## config.mk

```make
export PLATFORM = sky130hd
export DESIGN_NAME = wordcopy_stream
export DESIGN_NICKNAME = d
export VERILOG_FILES = /design/src/rtl/wordcopy_stream.sv
export SDC_FILE = /design/constraint.sdc
export NUM_CORES = 1
export LEC_CHECK = 0
export ABC_AREA = 1
export BUFFER_PORTS_ARGS = -buffer_cell sky130_fd_sc_hd__clkbuf_2
export CAP_MARGIN = 20
export CORE_MARGIN = 10
export CORE_UTILIZATION = 60
export CTS_BUF_LIST = sky130_fd_sc_hd__clkbuf_8
export CTS_CLUSTER_SIZE = 40
export DETAILED_ROUTE_END_ITERATION = 7
export PLACE_DENSITY_LB_ADDON = 0.15
export SLEW_MARGIN = 20
export SYNTH_ARGS = -nofsm -noshare
export SYNTH_HDL_FRONTEND = slang
export SYNTH_SLANG_ARGS = --single-unit
```

## constraint.sdc

```tcl
create_clock -name clk -period 3.9 [get_ports clk]
set_input_delay 0.78 -clock clk [delete_from_list [all_inputs] [get_ports clk]]
set_output_delay 0.78 -clock clk [all_outputs]
set_load 0.02 [all_outputs]
```

## src/rtl/wordcopy_stream.sv

```systemverilog
// Avalon-MM word copy / fill engine: pipelined SRC reads feed a FIFO drained by DST writes.
// A 32-bit CPU register slave programs the job; one master port talks to SDRAM.
module wordcopy_stream #(
    parameter int DATA_W     = 32,
    parameter int ADDR_W     = 32,
    parameter int FIFO_DEPTH = 8,
    parameter int MAX_OUTST  = 4
) (
    input  logic              clk,
    input  logic              rst,
    output logic              slave_waitrequest,
    input  logic [3:0]        slave_address,
    input  logic              slave_read,
    output logic [31:0]       slave_readdata,
    input  logic              slave_write,
    input  logic [31:0]       slave_writedata,
    input  logic              master_waitrequest,
    output logic [ADDR_W-1:0] master_address,
    output logic              master_read,
    input  logic [DATA_W-1:0] master_readdata,
    input  logic              master_readdatavalid,
    output logic              master_write,
    output logic [DATA_W-1:0] master_writedata,
    output logic              irq
);
    localparam int PTR_W = $clog2(FIFO_DEPTH);
    localparam int CNT_W = PTR_W + 1;
    localparam int CAP   = (FIFO_DEPTH < MAX_OUTST) ? FIFO_DEPTH : MAX_OUTST;
    localparam logic [CNT_W:0]    CAP_V = (CNT_W+1)'(CAP);
    localparam logic [ADDR_W-1:0] STEP  = ADDR_W'(DATA_W/8);

    typedef enum logic [1:0] {S_IDLE, S_RUN, S_FLUSH, S_DONE} state_t;

    state_t            state_q;
    logic [31:0]       dst_q, src_q, count_q, fill_q, progress_q;
    logic              mode_q, irq_en_q, done_q;
    logic [ADDR_W-1:0] rd_addr_q, wr_addr_q, master_address_q;
    logic [31:0]       reads_left_q, writes_left_q;
    logic [CNT_W-1:0]  inflight_q, fifo_cnt_q;
    logic [PTR_W-1:0]  wr_ptr_q, rd_ptr_q;
    logic              master_read_q, master_write_q;
    logic [DATA_W-1:0] master_writedata_q;
    logic [DATA_W-1:0] fifo_mem [FIFO_DEPTH];

    logic             busy, rd_acc, wr_acc, push, pop, req_idle, can_read;
    logic             start, cfg_wr;
    logic [CNT_W:0]   occ;
    logic [CNT_W-1:0] inflight_d, fifo_cnt_d;

    assign busy     = (state_q == S_RUN) || (state_q == S_FLUSH);
    assign rd_acc   = master_read_q && !master_waitrequest;
    assign wr_acc   = master_write_q && !master_waitrequest;
    // Data beats with nothing outstanding (stray or post-reset) are discarded.
    assign push     = master_readdatavalid && (inflight_q != '0);
    assign pop      = wr_acc && !mode_q;
    assign req_idle = !master_read_q && !master_write_q;
    assign occ      = {1'b0, inflight_q} + {1'b0, fifo_cnt_q};
    assign can_read = (state_q == S_RUN) && !mode_q && (reads_left_q != 32'd0) && (occ < CAP_V);

    assign inflight_d = inflight_q + CNT_W'(rd_acc) - CNT_W'(push);
    assign fifo_cnt_d = fifo_cnt_q + CNT_W'(push) - CNT_W'(pop);

    assign start  = slave_write && (slave_address == 4'd0) && slave_writedata[0] && !busy;
    assign cfg_wr = slave_write && !busy;

    always_ff @(posedge clk) begin
        if (push) fifo_mem[wr_ptr_q] <= master_readdata;
    end

    always_ff @(posedge clk) begin
        if (rst) begin
            state_q            <= S_IDLE;
            dst_q              <= '0;
            src_q              <= '0;
            count_q            <= '0;
            fill_q             <= '0;
            progress_q         <= '0;
            mode_q             <= 1'b0;
            irq_en_q           <= 1'b0;
            done_q             <= 1'b0;
            rd_addr_q          <= '0;
            wr_addr_q          <= '0;
            reads_left_q       <= '0;
            writes_left_q      <= '0;
            inflight_q         <= '0;
            fifo_cnt_q         <= '0;
            wr_ptr_q           <= '0;
            rd_ptr_q           <= '0;
            master_read_q      <= 1'b0;
            master_write_q     <= 1'b0;
            master_address_q   <= '0;
            master_writedata_q <= '0;
        end else begin
            inflight_q <= inflight_d;
            fifo_cnt_q <= fifo_cnt_d;
            if (push)   wr_ptr_q   <= wr_ptr_q + 1'b1;
            if (pop)    rd_ptr_q   <= rd_ptr_q + 1'b1;
            if (wr_acc) progress_q <= progress_q + 32'd1;

            if (cfg_wr) begin
                case (slave_address)
                    4'd0: irq_en_q <= slave_writedata[2];
                    4'd1: dst_q    <= slave_writedata;
                    4'd2: src_q    <= slave_writedata;
                    4'd3: count_q  <= slave_writedata;
                    4'd4: fill_q   <= slave_writedata;
                    default: ;
                endcase
            end
            if (slave_write && (slave_address == 4'd0) && slave_writedata[3]) done_q <= 1'b0;

            case (state_q)
                S_IDLE, S_DONE: begin
                    state_q <= S_IDLE;
                    if (start) begin
                        mode_q        <= slave_writedata[1];
                        done_q        <= (count_q == 32'd0);
                        progress_q    <= '0;
                        rd_addr_q     <= ADDR_W'(src_q);
                        wr_addr_q     <= ADDR_W'(dst_q);
                        reads_left_q  <= count_q;
                        writes_left_q <= count_q;
                        state_q       <= (count_q == 32'd0) ? S_DONE : S_RUN;
                    end
                end
                S_RUN, S_FLUSH: begin
                    if (rd_acc) begin
                        master_read_q <= 1'b0;
                        rd_addr_q     <= rd_addr_q + STEP;
                        reads_left_q  <= reads_left_q - 32'd1;
                        if (reads_left_q == 32'd1) state_q <= S_FLUSH;
                    end
                    if (wr_acc) begin
                        master_write_q <= 1'b0;
                        wr_addr_q      <= wr_addr_q + STEP;
                        writes_left_q  <= writes_left_q - 32'd1;
                        // The Nth accepted write implies every read returned and the FIFO is empty.
                        if (writes_left_q == 32'd1) begin
                            state_q <= S_DONE;
                            done_q  <= 1'b1;
                        end
                    end
                    if (req_idle) begin
                        if (mode_q) begin
                            if (writes_left_q != 32'd0) begin
                                master_write_q     <= 1'b1;
                                master_address_q   <= wr_addr_q;
                                master_writedata_q <= {(DATA_W/32){fill_q}};
                            end
                        end else if (can_read) begin
                            master_read_q    <= 1'b1;
                            master_address_q <= rd_addr_q;
                        end else if (fifo_cnt_q != '0) begin
                            master_write_q     <= 1'b1;
                            master_address_q   <= wr_addr_q;
                            master_writedata_q <= fifo_mem[rd_ptr_q];
                        end
                    end
                end
                default: state_q <= S_IDLE;
            endcase
        end
    end

    always_comb begin
        slave_readdata = 32'd0;
        case (slave_address)
            4'd0: slave_readdata = {28'd0, irq_en_q, mode_q, done_q, busy};
            4'd1: slave_readdata = dst_q;
            4'd2: slave_readdata = src_q;
            4'd3: slave_readdata = count_q;
            4'd4: slave_readdata = fill_q;
            4'd5: slave_readdata = progress_q;
            default: slave_readdata = 32'd0;
        endcase
    end

    // Only a STATUS read stalls, so the CPU can block on job completion.
    assign slave_waitrequest = slave_read && (slave_address == 4'd0) && busy;
    assign master_read       = master_read_q;
    assign master_write      = master_write_q;
    assign master_address    = master_address_q;
    assign master_writedata  = master_writedata_q;
    assign irq               = done_q & irq_en_q;
endmodule

```

# After elaboration in Yosys (flattened, before gate mapping)
# Memory sizes are Yosys's and may differ from the RTL's. A register that Yosys moved wholly into a read port is not among the register bits.
# Cells that the tools add are included.
[classes] addsub=12 n_lt_le_gt_ge=1 n_eq_ne=15 muxes=49 bitwise_logic=1 n_reduce_logical=42
[op_table] cell="$mux W32" n=18
[op_table] cell="$pmux W32 S2" n=4
[op_table] cell="$pmux W32 S6" n=1
[op_table] cell="$add A32 B3 Y32 const B" n=2
[op_table] cell="$eq A32 B1 Y1 const B" n=2
[op_table] cell="$reduce_bool A32 Y1" n=2
[op_table] cell="$sub A32 B1 Y32 const B" n=2
[op_table] cell="$add A32 B1 Y32 const B" n=1
[op_table] cell="$logic_not A32 Y1" n=1
[op_table] cell="$mux W1" n=16
[op_table] cell="$reduce_and A2 Y1" n=8
[op_table] cell="$logic_and A1 B1 Y1" n=15
[op_table] cell="$mux W2" n=6
[op_table] cell="$add A4 B1 Y4" n=2
[op_table] cell="$eq A4 B2 Y1 const B" n=2
[op_table] cell="$eq A4 B3 Y1 const B" n=2
[op_table] cell="$ne A2 B2 Y1 const B" n=4
[op_table] cell="$reduce_bool A4 Y1" n=2
[op_table] cell="$sub A4 B1 Y4" n=2
[op_table] cell="$add A3 B1 Y3 const B" n=2
[op_table] cell="$mux W3" n=2
[op_table] cell="$add A4 B4 Y5" n=1
[op_table] cell="$logic_not A1 Y1" n=5
[op_table] cell="$lt A5 B3 Y1 const B" n=1
[op_table] cell="other kinds (15)" n=17
[word_totals] reg_bits=373 ramBits=256 input_bits=74 out_inout_bits=100 memories=1
[mem_list] name="fifo_mem" words=8 width=32 rd=1 rd_clocked_by_memory_dff=1 wr=1 line_no="43" source="logic [DATA_W-1:0] fifo_mem [FIFO_DEPTH];"

# Logic depth before layout (Yosys ltp)
[logic_depth] depth_word=7 ltp_mapped=13 ltp_nobuf=12

# Worst setup path after synthesis
# No wires, ideal clock.
[synth_path] path_type="input port to flip-flop" start="input port master_readdatavalid" end="memory fifo_mem[1][0] (enable)" setup_time_ps=421 arrival_time_ps=2852 t_required_ps=3479 slack_ps=627 stages=5 n_path_buf=0 cell_sequence="a21boi_0 -> inv_1 -> nor2_1 -> inv_1 -> nor2_1"
[synth_via] elab_chain_len=3
[synth_lines] element="start, declared" line_no="21" source="input logic master_readdatavalid,"
[synth_lines] element="$logic_and A1 B1 Y1" line_no="54" source="assign push = master_readdatavalid && (inflight_q != '0);"
[synth_lines] element="$mux W1" line_no="67" source="if (push) fifo_mem[wr_ptr_q] <= master_readdata;"
[synth_lines] element="$mux W1 (implied by the code)" line_no="67"
[synth_lines] element="end, declared" line_no="43"
# Every way passes these cells.

# Worst setup path after layout
[layout_path] start="input port slave_address[2]" end="output port slave_readdata[4]"
[layout_via] elab_chain_len=2 word_cells_on_any_way=7 cone_classes="eq/ne: 5; mux: 1; reduce/logical: 1"
[layout_lines] element="start, declared" line_no="12" source="input logic [3:0] slave_address,"
[layout_lines] element="$eq A4 B3 Y1, or another cell as far along" line_no="167" source="case (slave_address)"
[layout_lines] element="$pmux W32 S6 (*)" line_no="167"
[layout_lines] element="end, declared" line_no="14" source="output logic [31:0] slave_readdata,"
# Mark *: on every way between the ends. The rest lies on a longest branch, timed or not.

==> impl_metrics.tcl <==
set metrics [dict create \
    skew_ns 0.0392 \
    start_kind "primary input" \
    drc 0 \
    crit_required_ns 3.12 \
    fp.dieH_um 244 \
    post-route-min-period_ns 3.80 \
    cts_inserted_buffers 103 \
    ys_types 48 \
    cts-htree-levels 3 \
    place_hpwl_um 65100 \
    drtAntennaViolNets 0 \
    post_cts_buffers 0 \
    grt_pass1_vias 25400 \
    row_count 82 \
    fin_crit_sh 0.974 \
    critPathLaunch "slave_address[2]" \
    synth.net_count 3995 \
    netlist_area_um2 30200 \
    syn_avg_cell_area_um2 7.74 \
    area.sequential_um2 15200 \
    setup_viol 0 \
    cp.arrival_ns 3.02 \
    vdd_drop_max_mv 0.314 \
    syn_to_final_growth_pct 11.2 \
    fmax_ghz 0.263 \
    worst_r2r_endpoint "fifo_mem[6][24]" \
    maxCapViolations 0 \
    wire_per_inst_um 20.0 \
    finalHoldViolations 0 \
    wl_um 95100 \
    routed_via_density 5.85 \
    async_flop_share 0 \
    clk-insertion-delay-late_ns 0.73 \
    fill_cells 4265 \
    first_iter_violations 3825 \
    status "completed" \
    slew_headroom 0.239 \
    cp-endpoint "slave_readdata[4]" \
    place.gp.congestion 0.992 \
    ys.flop_type "dfxtp_1" \
    nNetsFinal 4103 \
    leakage_nw 12.9 \
    coreArea_um2 50000 \
    cts_tree "yes" \
    port_buffers 173 \
    synth_seq_cells 632 \
    multi_input_area_um2 12900 \
    tns_ns 0 \
    seq_area_frac_synth 0.505 \
    clkSinkCount 632 \
    p_per_area_nw_per_um2 431 \
    synth_edf_count 256 \
    clkTransAtPathRegs_ns 0.06 \
    max-clock-path-buffers 3 \
    rsz0062_at_grt "false" \
    hold_class "primary input to flip-flop" \
    die_area_um2 59600 \
    design_area_um2 33500 \
    num_vias 27900 \
    start_util 0.604 \
    critPathKind "primary input to output port" \
    grt_pass1_wl_um 146000 \
    crit_path_end_kind "output port" \
    grt_max_degree 132 \
    yosys_warnings 0 \
    antenna_found_initial 6 \
    clock-root-buffer "clkbuf_8" \
    placed_area_um2 31400 \
    rrSetupSlack_ns 1.08 \
    rr_worst_depth 6 \
    tightest_slew_ns 1.14 \
    die_w_um 244 \
    r2r_start "inflight_q[2]" \
    drive_gt1_frac 0.104 \
    final_max_slew_viol_count 0 \
    cp_max_fo 32 \
    overflow 0 \
    syn_inst 3894 \
    boundaryPins 174 \
    grt_util_all_layers 0.310 \
    drt-pass1-iter-count 6 \
]
critical path: stages:
cell,delay (ns)
clkbuf_2,0.10
inv_1,0.04
nor2_1,0.84
nand2_1,0.10
buf_4,0.31
o21ai_0,0.19
a221oi_1,0.06
o21ai_1,0.32
clkbuf_2,0.27
what timing repair did:
action                                  4_1_cts  5_1_grt
resized for setup                             0        1
endpoints found under the setup margin        0        4
hold buffers                                  0        0
registers in the layout (all words and copies together), names as in the netlist, named ones only:
signal	flops
count_q	32
done_q	1
dst_q	32
fifo_cnt_q	4
fifo_mem	256
fill_q	32
inflight_q	4
irq_en_q	1
master_address	32
master_read	1
master_write	1
master_writedata	32
mode_q	1
progress_q	32
rd_addr_q	32
rd_ptr_q	3
reads_left_q	32
src_q	32
state_q	2
wr_addr_q	32
wr_ptr_q	3
writes_left_q	32
final cells by class:
type                    count  area share
well taps                 672      0.0251
inverters                 327      0.0368
diodes                      5    0.000373
multi-input cells        2721       0.384
repair buffers            217      0.0383
clock buffers             126      0.0517
flip-flops and latches    632       0.454
clock inverters            66      0.0100
placed cells by master, fill, tap and decap left out, types with 38 or more instances in the layout:
master | synthesis | final
nor2_1 | 635 | 626
clkbuf_8 | 0 | 126
edfxtp_1 | 256 | 256
o21ai_1 | 52 | 52
dfxtp_1 | 376 | 375
a21oi_1 | 301 | 301
nand2_1 | 757 | 753
a31oi_1 | 40 | 40
nor3_1 | 40 | 38
inv_1 | 316 | 354
o21ai_0 | 455 | 455
nand3_1 | 182 | 181
clkbuf_2 | 0 | 172
where the power goes:
part           internal (mW)  switching, mW  total, mW  leakage, nW
sequential              7.19          0.127       7.32         5.35
clock                   3.00           2.73       5.73         1.21
combinational          0.445          0.970       1.41         6.30
logic make-up (layout without fill, tap and decap cells):
group / count (synthesis) / in the layout / synth area share
AND/OR/NAND/NOR: 1709 / 1709 / 0.232
buffers and inverters: 541 / 736 / 0.0722
XOR/XNOR: 58 / 58 / 0.0168
AO/OA/AOI/OAI: 927 / 927 / 0.163
adder cells (fa/ha/maj): 27 / 27 / 0.0117
other: 0 / 5 / 0
flip-flops: 632 / 632 / 0.505
worst min path at each step:
stage	start	to	slack, ns	cells after the start
finish	master_readdata[13]	fifo_mem[4][13]	0.33	1
detailed placement	progress_q[30]	progress_q[30]	0.46	1
CTS	master_readdata[4]	fifo_mem[0][4]	0.28	1
global route	master_readdata[4]	fifo_mem[0][4]	0.32	1
floorplan	progress_q[30]	progress_q[30]	0.42	1
global placement	progress_q[30]	progress_q[30]	0.44	1
synthesized netlist by cell type, types with 3 or more instances:
cell        n  share of area
xnor2_1    21         0.0061
nor3b_1     3        0.00075
a221oi_1   23         0.0067
o211ai_1    5         0.0012
clkbuf_1  136          0.017
nand2_2     3        0.00062
buf_1      14         0.0017
nor2_4      4         0.0015
inv_1     316          0.039
a31oi_1    40         0.0083
buf_4       9         0.0022
o21ai_1    52         0.0086
nand3b_1   14         0.0035
o22ai_1    25         0.0052
edfxtp_1  256           0.25
nor3_1     40         0.0066
buf_2      48         0.0080
nand4_1    36         0.0075
inv_2      11         0.0014
nor4_1      3        0.00062
nand3_1   182          0.030
nor2_1    635          0.079
ha_1       25          0.010
nor2_2     12         0.0025
xor2_1     37          0.011
o221ai_1    6         0.0017
a21oi_1   301          0.050
buf_6       7         0.0026
o21ai_0   455          0.076
dfxtp_1   376           0.25
or2_2      12         0.0025
nand2_1   757          0.094
a21boi_0    3        0.00075
a211oi_1    8         0.0020
through the flow:
step,util,setup WS (ns),hold slack [ns],cells,power (mW)
3_5_place_dp,0.629,0.110,0.455,4569,8.84
6_report,0.671,0.103,0.332,4766,14.5
3_3_place_gp,0.629,0.184,0.443,4569,8.80
5_1_grt,0.671,0.0265,0.319,4763,15.0
2_1_floorplan,-,0.627,0.422,3894,8.34
4_1_cts,0.671,0.0783,0.283,4761,14.5
routing by layer:
| layer | global-route usage | part of all wire |
|---|---|---|
| met1 | 0.436 | 0.42 |
| met2 | 0.459 | 0.43 |
| met3 | 0.0579 | 0.10 |
| met4 | 0.139 | 0.040 |
| met5 | 0.0155 | 0.0016 |
Power figures use the tool's default switching activity.
